===== src/rtl/watch_pkg.sv =====
// watch_pkg: shared state encodings and default timing constants for the watch front panel
package watch_pkg;
  typedef enum logic [1:0] {ST_TIMER = 2'd0, ST_SET_MIN = 2'd1, ST_SET_HOUR = 2'd2} state_t;
  typedef enum logic [1:0] {RP_IDLE = 2'd0, RP_DELAY = 2'd1, RP_RATE = 2'd2} rep_t;
  localparam int CNT_W = 26;
  localparam int DEBOUNCE_CNT = 1048576;
  localparam int REPEAT_DELAY = 26214400;
  localparam int REPEAT_RATE = 5242880;
endpackage


===== src/rtl/key_debounce.sv =====
// key_debounce: 2-flop synchronizer, stability counter and one-cycle press strobe for an active-low key
module key_debounce #(
  parameter int DEBOUNCE_CNT = watch_pkg::DEBOUNCE_CNT,
  parameter int CNT_W = watch_pkg::CNT_W
) (
  input  logic reset,
  input  logic clock,
  input  logic key_n,
  output logic level,
  output logic press
);
  logic [1:0] sync;
  logic [CNT_W-1:0] cnt;
  always_ff @(posedge clock or negedge reset)
    if (!reset) begin
      sync <= 2'b11;
      level <= 1'b1;
      press <= 1'b0;
      cnt <= '0;
    end else begin
      sync <= {sync[0], key_n};
      press <= 1'b0;
      if (sync[1] == level) cnt <= '0;
      else if (cnt == CNT_W'(DEBOUNCE_CNT - 1)) begin
        level <= sync[1];
        press <= ~sync[1];
        cnt <= '0;
      end else cnt <= cnt + CNT_W'(1);
    end
endmodule


===== src/rtl/watch_mode_ctrl.sv =====
// watch_mode_ctrl: button debounce, TIMER/SET_MIN/SET_HOUR mode FSM and INC auto-repeat for the watch register
module watch_mode_ctrl #(
  parameter int DEBOUNCE_CNT = watch_pkg::DEBOUNCE_CNT,
  parameter int REPEAT_DELAY = watch_pkg::REPEAT_DELAY,
  parameter int REPEAT_RATE = watch_pkg::REPEAT_RATE,
  parameter int CNT_W = watch_pkg::CNT_W
) (
  input  logic reset,
  input  logic clock,
  input  logic key_mode_n,
  input  logic key_inc_n,
  output logic mode,
  output logic minute_set,
  output logic hour_set,
  output logic edit_min,
  output logic edit_hour
);
  import watch_pkg::*;
  state_t state, nxt;
  rep_t phase;
  logic [CNT_W-1:0] rcnt;
  logic mode_press, inc_press, inc_level, rep_end, fire;
  key_debounce #(.DEBOUNCE_CNT(DEBOUNCE_CNT), .CNT_W(CNT_W)) u_mode (
    .reset(reset), .clock(clock), .key_n(key_mode_n), .level(), .press(mode_press)
  );
  key_debounce #(.DEBOUNCE_CNT(DEBOUNCE_CNT), .CNT_W(CNT_W)) u_inc (
    .reset(reset), .clock(clock), .key_n(key_inc_n), .level(inc_level), .press(inc_press)
  );
  always_comb nxt = state == ST_TIMER ? ST_SET_MIN : state == ST_SET_MIN ? ST_SET_HOUR : ST_TIMER;
  always_comb rep_end = rcnt == (phase == RP_DELAY ? CNT_W'(REPEAT_DELAY - 1) : CNT_W'(REPEAT_RATE - 1));
  always_comb fire = inc_press || (phase != RP_IDLE && !inc_level && rep_end);
  // a mode press always wins over INC and kills any repeat in progress
  always_ff @(posedge clock or negedge reset)
    if (!reset) begin
      state <= ST_TIMER;
      mode <= 1'b1;
      edit_min <= 1'b0;
      edit_hour <= 1'b0;
      minute_set <= 1'b0;
      hour_set <= 1'b0;
      phase <= RP_IDLE;
      rcnt <= '0;
    end else begin
      minute_set <= 1'b0;
      hour_set <= 1'b0;
      if (mode_press) begin
        state <= nxt;
        mode <= nxt == ST_TIMER;
        edit_min <= nxt == ST_SET_MIN;
        edit_hour <= nxt == ST_SET_HOUR;
        phase <= RP_IDLE;
        rcnt <= '0;
      end else if (state != ST_TIMER) begin
        minute_set <= fire && state == ST_SET_MIN;
        hour_set <= fire && state == ST_SET_HOUR;
        phase <= inc_press ? RP_DELAY : (inc_level || phase == RP_IDLE) ? RP_IDLE : rep_end ? RP_RATE : phase;
        rcnt <= (inc_press || inc_level || phase == RP_IDLE || rep_end) ? '0 : rcnt + CNT_W'(1);
      end
    end
endmodule

===== config.mk =====
export PLATFORM = sky130hd
export DESIGN_NAME = watch_mode_ctrl
export DESIGN_NICKNAME = d
export VERILOG_FILES = /design/src/rtl/watch_pkg.sv /design/src/rtl/key_debounce.sv /design/src/rtl/watch_mode_ctrl.sv
export SDC_FILE = /design/constraint.sdc
export NUM_CORES = 1
export LEC_CHECK = 0
export ABC_AREA = 1
export CORE_ASPECT_RATIO = 0.5
export CORE_MARGIN = 2
export CORE_UTILIZATION = 50
export DETAILED_ROUTE_END_ITERATION = 12
export GPL_ROUTABILITY_DRIVEN = 1
export PLACE_DENSITY_LB_ADDON = 0.3
export SLEW_MARGIN = 25
export SYNTH_ARGS = -nofsm -noshare
export SYNTH_HDL_FRONTEND = slang
export SYNTH_HIERARCHICAL = 1
export SYNTH_SLANG_ARGS = --single-unit

===== constraint.sdc =====
create_clock -name clock -period 2.55 [get_ports clock]
set_clock_uncertainty 0.15 [all_clocks]
set_input_delay 0.3825 -clock clock [delete_from_list [all_inputs] [get_ports clock]]
set_output_delay 0.3825 -clock clock [all_outputs]
set_load 0.05 [all_outputs]

==> results.py, run 1 <==
metrics = {
    "floorplanning": {
        "core_area_um2": 10380,
        "die_x_um": 151.5,
        "io_pins": 9,
        "rows": 26,
        "dieHeight_um": 77.73,
        "start_util_pct": 52.39,
        "dieArea_um2": 11770,
    },
    "setup_path": {
        "critPathMaxStageDelay_ns": 0.79,
        "crit_start": "mode",
        "crit_end": "mode",
        "crit_arrival_ns": 1.67,
        "critical_path_class": "reg -> out",
        "cp.required_ns": 2.02,
        "path_buf_inv": 1,
        "cpMaxStageDelayCell": "clkdlybuf4s50_1",
        "cp_max_fo": 2,
        "cp_cell_sequence": "clkdlybuf4s50_1",
        "r2r_cells": 8,
        "startpoint_type": "flip-flop",
        "path_depth": 1,
        "rrSetupSlack_ns": 0.62,
        "r2r-end": "rcnt[8]",
        "r2r_start": "rcnt[0]",
        "crit_family": "buffers and inverters",
        "endpoint_kind": "primary output",
    },
    "power": {
        "p_int_mw": 2.470,
        "power_density_nw_per_um2": 517.9,
        "irDropWorstVdd_mv": 0.3232,
        "p_sw_mw": 0.6468,
        "comb_power_share_pct": 2.7,
        "leakagePower_nw": 2.765,
        "seq_power_share_pct": 48.0,
        "p_clk_share_pct": 49.3,
        "power.share.switching_pct": 20.75,
    },
    "routing": {
        "drc": 0,
        "wl_mm": 11.11,
        "wire_per_inst_um": 12.38,
        "drt_pass1_iterations": 4,
        "vias_per_cell": 4.982,
        "route.vias.total": 4469,
        "drt_iter0_drc": 204,
        "ant_nets": 0,
    },
    "logic_synthesis": {
        "ys_seq_elements": 93,
        "seq_area_frac_synth_pct": 42.97,
        "synth_warnings": 6,
        "ys_types": 28,
        "syn_inst": 732,
        "ys.flop_type": "dfrtp_1",
        "synth.cell_area_um2": 5436,
        "synth_edf_count": 0,
        "synthArstFlopShare_pct": 100.0,
        "synth_nets": 739,
        "syn_avg_cell_area_um2": 7.427,
    },
    "cts": {
        "cts_max_path_buffers": 2,
        "clkLatencyLatePin_ns": 0.35,
        "cts-root-buf": "clkbuf_16",
        "clkTransAtPathRegs_ns": 0.06,
        "htree_levels": 3,
        "cts_buffers": 9,
        "cts_tree": "built",
        "cts_sinks": 93,
    },
    "sta": {
        "maxClockFrequency_ghz": 0.4543,
        "setup_tns_ns": 0,
        "slew_violations": 0,
        "min_period_ns": 2.201,
        "slew_headroom_pct": 60.68,
        "timing.hold.ws_ns": 0.2053,
        "setup_viol": 0,
        "worst_pin_slew_ns": 0.5859,
        "hold_viol": 0,
        "rsz0062_at_grt": "no",
        "timing.final.crit_share_pct": 86.31,
    },
    "layout": {
        "final.fill_count": 929,
        "nets": 759,
        "layout-drive-gt1-share_pct": 11.62,
        "area_growth_pct": 10.70,
        "multi_input_area_um2": 2706,
        "instances_no_fill": 897,
        "n_antenna_cell": 0,
        "regArea_um2": 2336,
    },
    "placed_design": {
        "port-buffer-count": 8,
        "gp_congestion": 0.8946,
        "dp_cells": 880,
        "dp_hpwl_mm": 8.129,
    },
    "outcome": {
        "outcome": "complete, no violations",
    },
    "global_route": {
        "grt_max_degree": 44,
        "antenna_found_initial": 0,
        "grt_pass1_vias": 4268,
        "grt_usage_pct": 20.97,
        "grt_pass1_wl_mm": 19.59,
        "overflow": 0,
    },
    "flow_run": {
        "cap_violations": 0,
    },
    "hold_path": {
        "hold_path_class": "reg -> reg",
    },
}
[final cells by class]
type	count	share of cell area (%)
Timing Repair Buffer	14	2.287
Clock inverter	6	1.850
Inverter	86	5.364
Multi-Input combinational cell	548	44.97
Clock buffer	10	3.805
Tap cell	140	2.911
Sequential cell	93	38.81
[metal layers]
| metal | share of wire [%] | vias up | track usage [%] | wire length [µm] |
|---|---|---|---|---|
| li1 | - | 2308 | - | - |
| met1 | 49 | 2063 | 27.78 | 5397 |
| met2 | 47 | 87 | 34.25 | 5177 |
| met3 | 3.7 | 11 | 5.412 | 414 |
| met4 | 1.1 | 0 | 5.607 | 117 |
| met5 | 0 | - | 0 | 0 |
[per-stage QoR]
stage | setup slack (ns) | util [%] | instance area, µm² | total power, mW
floorplan | 0.7744 | - | 5436 | 1.565
global placement | 0.7231 | 54.62 | 5668 | 1.608
detailed placement | 0.6372 | 54.62 | 5668 | 1.610
CTS | 0.3335 | 57.99 | 6018 | 3.155
global route | 0.3047 | 57.99 | 6018 | 3.224
finish | 0.3490 | 57.99 | 6018 | 3.117
[sequential cells by signal (all words and copies together), names as in the netlist]
name          count
u_mode/sync       2
u_mode/level      1
hour_set          1
minute_set        1
u_mode/press      1
u_inc/cnt        26
edit_hour         1
u_inc/press       1
state             1
u_mode/cnt       26
phase             2
rcnt             26
mode              1
u_inc/sync        2
u_inc/level       1
[Yosys cell counts (6+ instances only)]
master / instances / share of area, %
nand2_1: 200 / 14
nor2_1: 147 / 10
dfrtp_1: 86 / 40
inv_1: 81 / 5.6
nand3_1: 54 / 5.0
nor2_2: 34 / 3.9
xor2_1: 20 / 3.2
xnor2_1: 19 / 3.1
o21ai_0: 15 / 1.4
nand4_1: 12 / 1.4
a21oi_1: 10 / 0.92
nor2_4: 9 / 1.9
dfstp_2: 7 / 3.4
nor3_1: 7 / 0.64
nand2_4: 6 / 1.2
[worst min path at each step]
stage / slack (ns) / from / cells past startpoint / to
5_1_grt: 0.21 / u_mode/sync[0] / 0 / u_mode/sync[1]
2_1_floorplan: -0.06 / reset / 0 / edit_hour
6_report: 0.21 / u_mode/sync[0] / 0 / u_mode/sync[1]
3_3_place_gp: 0.20 / u_mode/sync[0] / 0 / u_mode/sync[1]
4_1_cts: 0.20 / u_mode/sync[0] / 0 / u_mode/sync[1]
3_5_place_dp: 0.20 / u_mode/sync[0] / 0 / u_mode/sync[1]
[power groups by stage]
stage                     Sequential [mW]  Clock (mW)  Combinational, mW
after floorplan                      1.52           0             0.0423
after global placement               1.52           0             0.0844
after detailed placement             1.52           0             0.0860
after CTS                            1.50        1.57             0.0877
after global routing                 1.50        1.63             0.0974
final                                1.50        1.54             0.0838
[repair_timing]
item / CTS / global route
hold endpoints to repair: 36 / 0
hold buffers: 1 / 0
buffers inserted: 0 / 0
resized for setup: 0 / 0
[placed cells by master, fill, tap and decap left out, drive strengths merged, types with 2 or more instances in the layout]
cell,count
a21oi,10
buf,6
bufinv,3
clkbuf,10
clkdlybuf4s50,7
clkinv,2
dfrtp,86
dfstp,7
ha,3
inv,86
nand2,207
nand3,55
nand4,13
nor2,193
nor3,7
o21ai,16
o21bai,3
xnor2,19
xor2,20
[kinds of logic after synthesis]
logic type,Yosys count,share of synthesized area (%)
AND/OR/NAND/NOR,475,39.77
AO/OA/AOI/OAI,31,3.038
adder cells (fa/ha/maj),3,0.6905
XOR/XNOR,39,6.283
buffers and inverters,91,7.250
flip-flops,93,42.97
Note: power is estimated with default switching activity, not from simulation.
==> run 2, diff against run 1 <==
CAP_MARGIN = 20   (was not set)
CORE_MARGIN = not set   (was 2)
TNS_END_PERCENT = 5   (was not set)
==> run 2 against run 1 <==
Effect of this change:
- clock-buffer cell count stayed put
- first-iteration DRC count is 23% higher
- critical path depth stayed put
- sequential share of layout area is 0.42 points higher
- combinational power is 2.7% lower
- register-to-register slack better by 0.03 ns
- non-clock buffer count is 1 lower
- final cell count is 0.11% lower
- critical path type unchanged
==> results.py, run 2 (synthesis gave the netlist of run 1 again) <==
metrics = {
    "outcome": {
        "outcome": "complete, no violations",
    },
    "power": {
        "power_density_nw_per_um2": 479.6,
        "total_power_mw": 2.856,
        "leakagePower_nw": 2.741,
        "irDropWorstVdd_mv": 0.2958,
    },
    "layout": {
        "n_antenna_cell": 0,
        "largest_registers": "rcnt (26), u_inc/cnt (26), u_mode/cnt (26)",
        "mostFrequentLayoutCell": "nand2_1",
        "post-route-util_pct": 57.38,
        "nets": 758,
        "regArea_um2": 2336,
        "layout_common_cells": "200 x nand2_1, 147 x nor2_1, 86 x dfrtp_1",
        "final.fill_count": 944,
        "layout-drive-gt1-share_pct": 11.64,
        "instances_no_fill": 896,
        "multi_input_area_um2": 2706,
        "area_growth_pct": 9.528,
    },
    "global_route": {
        "antenna_found_initial": 0,
        "grt_pass1_vias": 4231,
        "grt_max_degree": 44,
        "grt_usage_pct": 21.91,
        "overflow": 0,
        "grt_pass1_wl_mm": 19.23,
    },
    "setup_path": {
        "cp.required_ns": 2.02,
        "r2r-end": "rcnt[18]",
        "crit_family": "buffers and inverters",
        "cp_max_fo": 2,
        "critical_path_class": "reg -> out",
        "crit_arrival_ns": 1.67,
        "cp_cell_sequence": "clkdlybuf4s50_1",
        "startpoint_type": "flip-flop",
        "r2r_cells": 8,
        "r2r_start": "rcnt[1]",
        "rrSetupSlack_ns": 0.65,
        "path_buf_inv": 1,
        "endpoint_kind": "primary output",
        "cpMaxStageDelayCell": "clkdlybuf4s50_1",
        "critPathMaxStageDelay_ns": 0.80,
    },
    "hold_path": {
        "hp-start": "u_inc/sync[0]",
        "min_to": "u_inc/sync[1]",
        "hold_depth": 0,
        "hold_path_class": "reg -> reg",
    },
    "cts": {
        "cts_tree": "built",
        "htree_levels": 3,
        "cts_max_path_buffers": 2,
        "cts_buffers": 9,
        "cts_sinks": 93,
        "clkLatencyLatePin_ns": 0.35,
        "cts_setup_buffers": 0,
        "cts-root-buf": "clkbuf_16",
        "clkTransAtPathRegs_ns": 0.07,
    },
    "routing": {
        "route.vias.total": 4517,
        "routed.top_layer": "met4",
        "ant_nets": 0,
        "drt_pass1_iterations": 5,
        "drc": 0,
        "wl_mm": 11.14,
        "wire_per_inst_um": 12.43,
        "wl_met3_um": 428,
        "drt_iter0_drc": 251,
        "met1_length_mm": 5.318,
        "dr_wl_met2_mm": 5.152,
        "vias_per_cell": 5.041,
    },
    "sta": {
        "slew_headroom_pct": 61.13,
        "min_period_ns": 2.200,
        "hold_viol": 0,
        "rsz0062_at_grt": "no",
        "slew_violations": 0,
        "worst_pin_slew_ns": 0.5792,
        "setup_viol": 0,
        "timing.final.crit_share_pct": 86.29,
        "setup_tns_ns": 0,
        "maxClockFrequency_ghz": 0.4545,
        "fin_ws_ns": 0.3496,
    },
    "floorplanning": {
        "dieHeight_um": 75.73,
        "rows": 26,
        "die_x_um": 149.5,
        "dieArea_um2": 11320,
        "start_util_pct": 52.39,
        "core_area_um2": 10380,
        "io_pins": 9,
    },
    "placed_design": {
        "dp_hpwl_mm": 8.228,
        "place_ws_ns": 0.6532,
        "gp_congestion": 0.9273,
        "dp_cells": 879,
        "port-buffer-count": 8,
    },
    "flow_run": {
        "cap_violations": 0,
    },
}
==> run 2: changes by cell type in the layout (fill, tap and decap cells not counted), sizes merged <==
cell / delta
inv: +2
clkinvlp: -1
bufinv: -3
clkinv: +2
buf: -1
==> run 2: worst max path at each step <==
stage / end / slack, ns / cells after the start / startpoint
detailed placement: rcnt[20] / 0.65 / 8 / rcnt[1]
CTS: mode / 0.33 / 1 / mode
floorplan: rcnt[11] / 0.77 / 9 / state[0]
global route: mode / 0.31 / 1 / mode
global placement: mode / 0.72 / 1 / mode
finish: mode / 0.35 / 1 / mode
==> run 2: what timing repair did <==
action | 4_1_cts | 5_1_grt
hold endpoints to repair | 31 | 0
gates resized for setup | 0 | 0
hold buffers | 1 | 0
==> run 2: per-stage QoR <==
stage          hold slack [ns]  cell area (µm²)
3_3_place_gp            0.1978             5660
2_1_floorplan         -0.06309             5436
6_report                0.2058             5954
4_1_cts                 0.2075             5954
3_5_place_dp            0.1979             5660
5_1_grt                 0.2123             5954
==> run 2: routing by layer <==
metal,GRT usage (%),vias to the layer above
li1,-,2309
met1,27.86,2101
met2,36.88,88
met3,5.329,19
met4,8.390,0
met5,0,-
==> run 2: layout make-up <==
| type | count | area share (%) |
|---|---|---|
| clock buffer | 10 | 4.013 |
| clock inverter | 6 | 0.7565 |
| inverter | 86 | 5.421 |
| multi-input combinational | 548 | 45.45 |
| sequential | 93 | 39.23 |
| tap | 140 | 2.942 |
| timing repair buffer | 13 | 2.185 |
==> run 2: report_power, final <==
part | internal (mW) | switching, mW | leakage (nW)
Sequential | 1.49 | 0.00813 | 1.27
Combinational | 0.0219 | 0.0596 | 1.33
Clock | 0.694 | 0.583 | 0.143
Total | 2.20 | 0.651 | 2.74
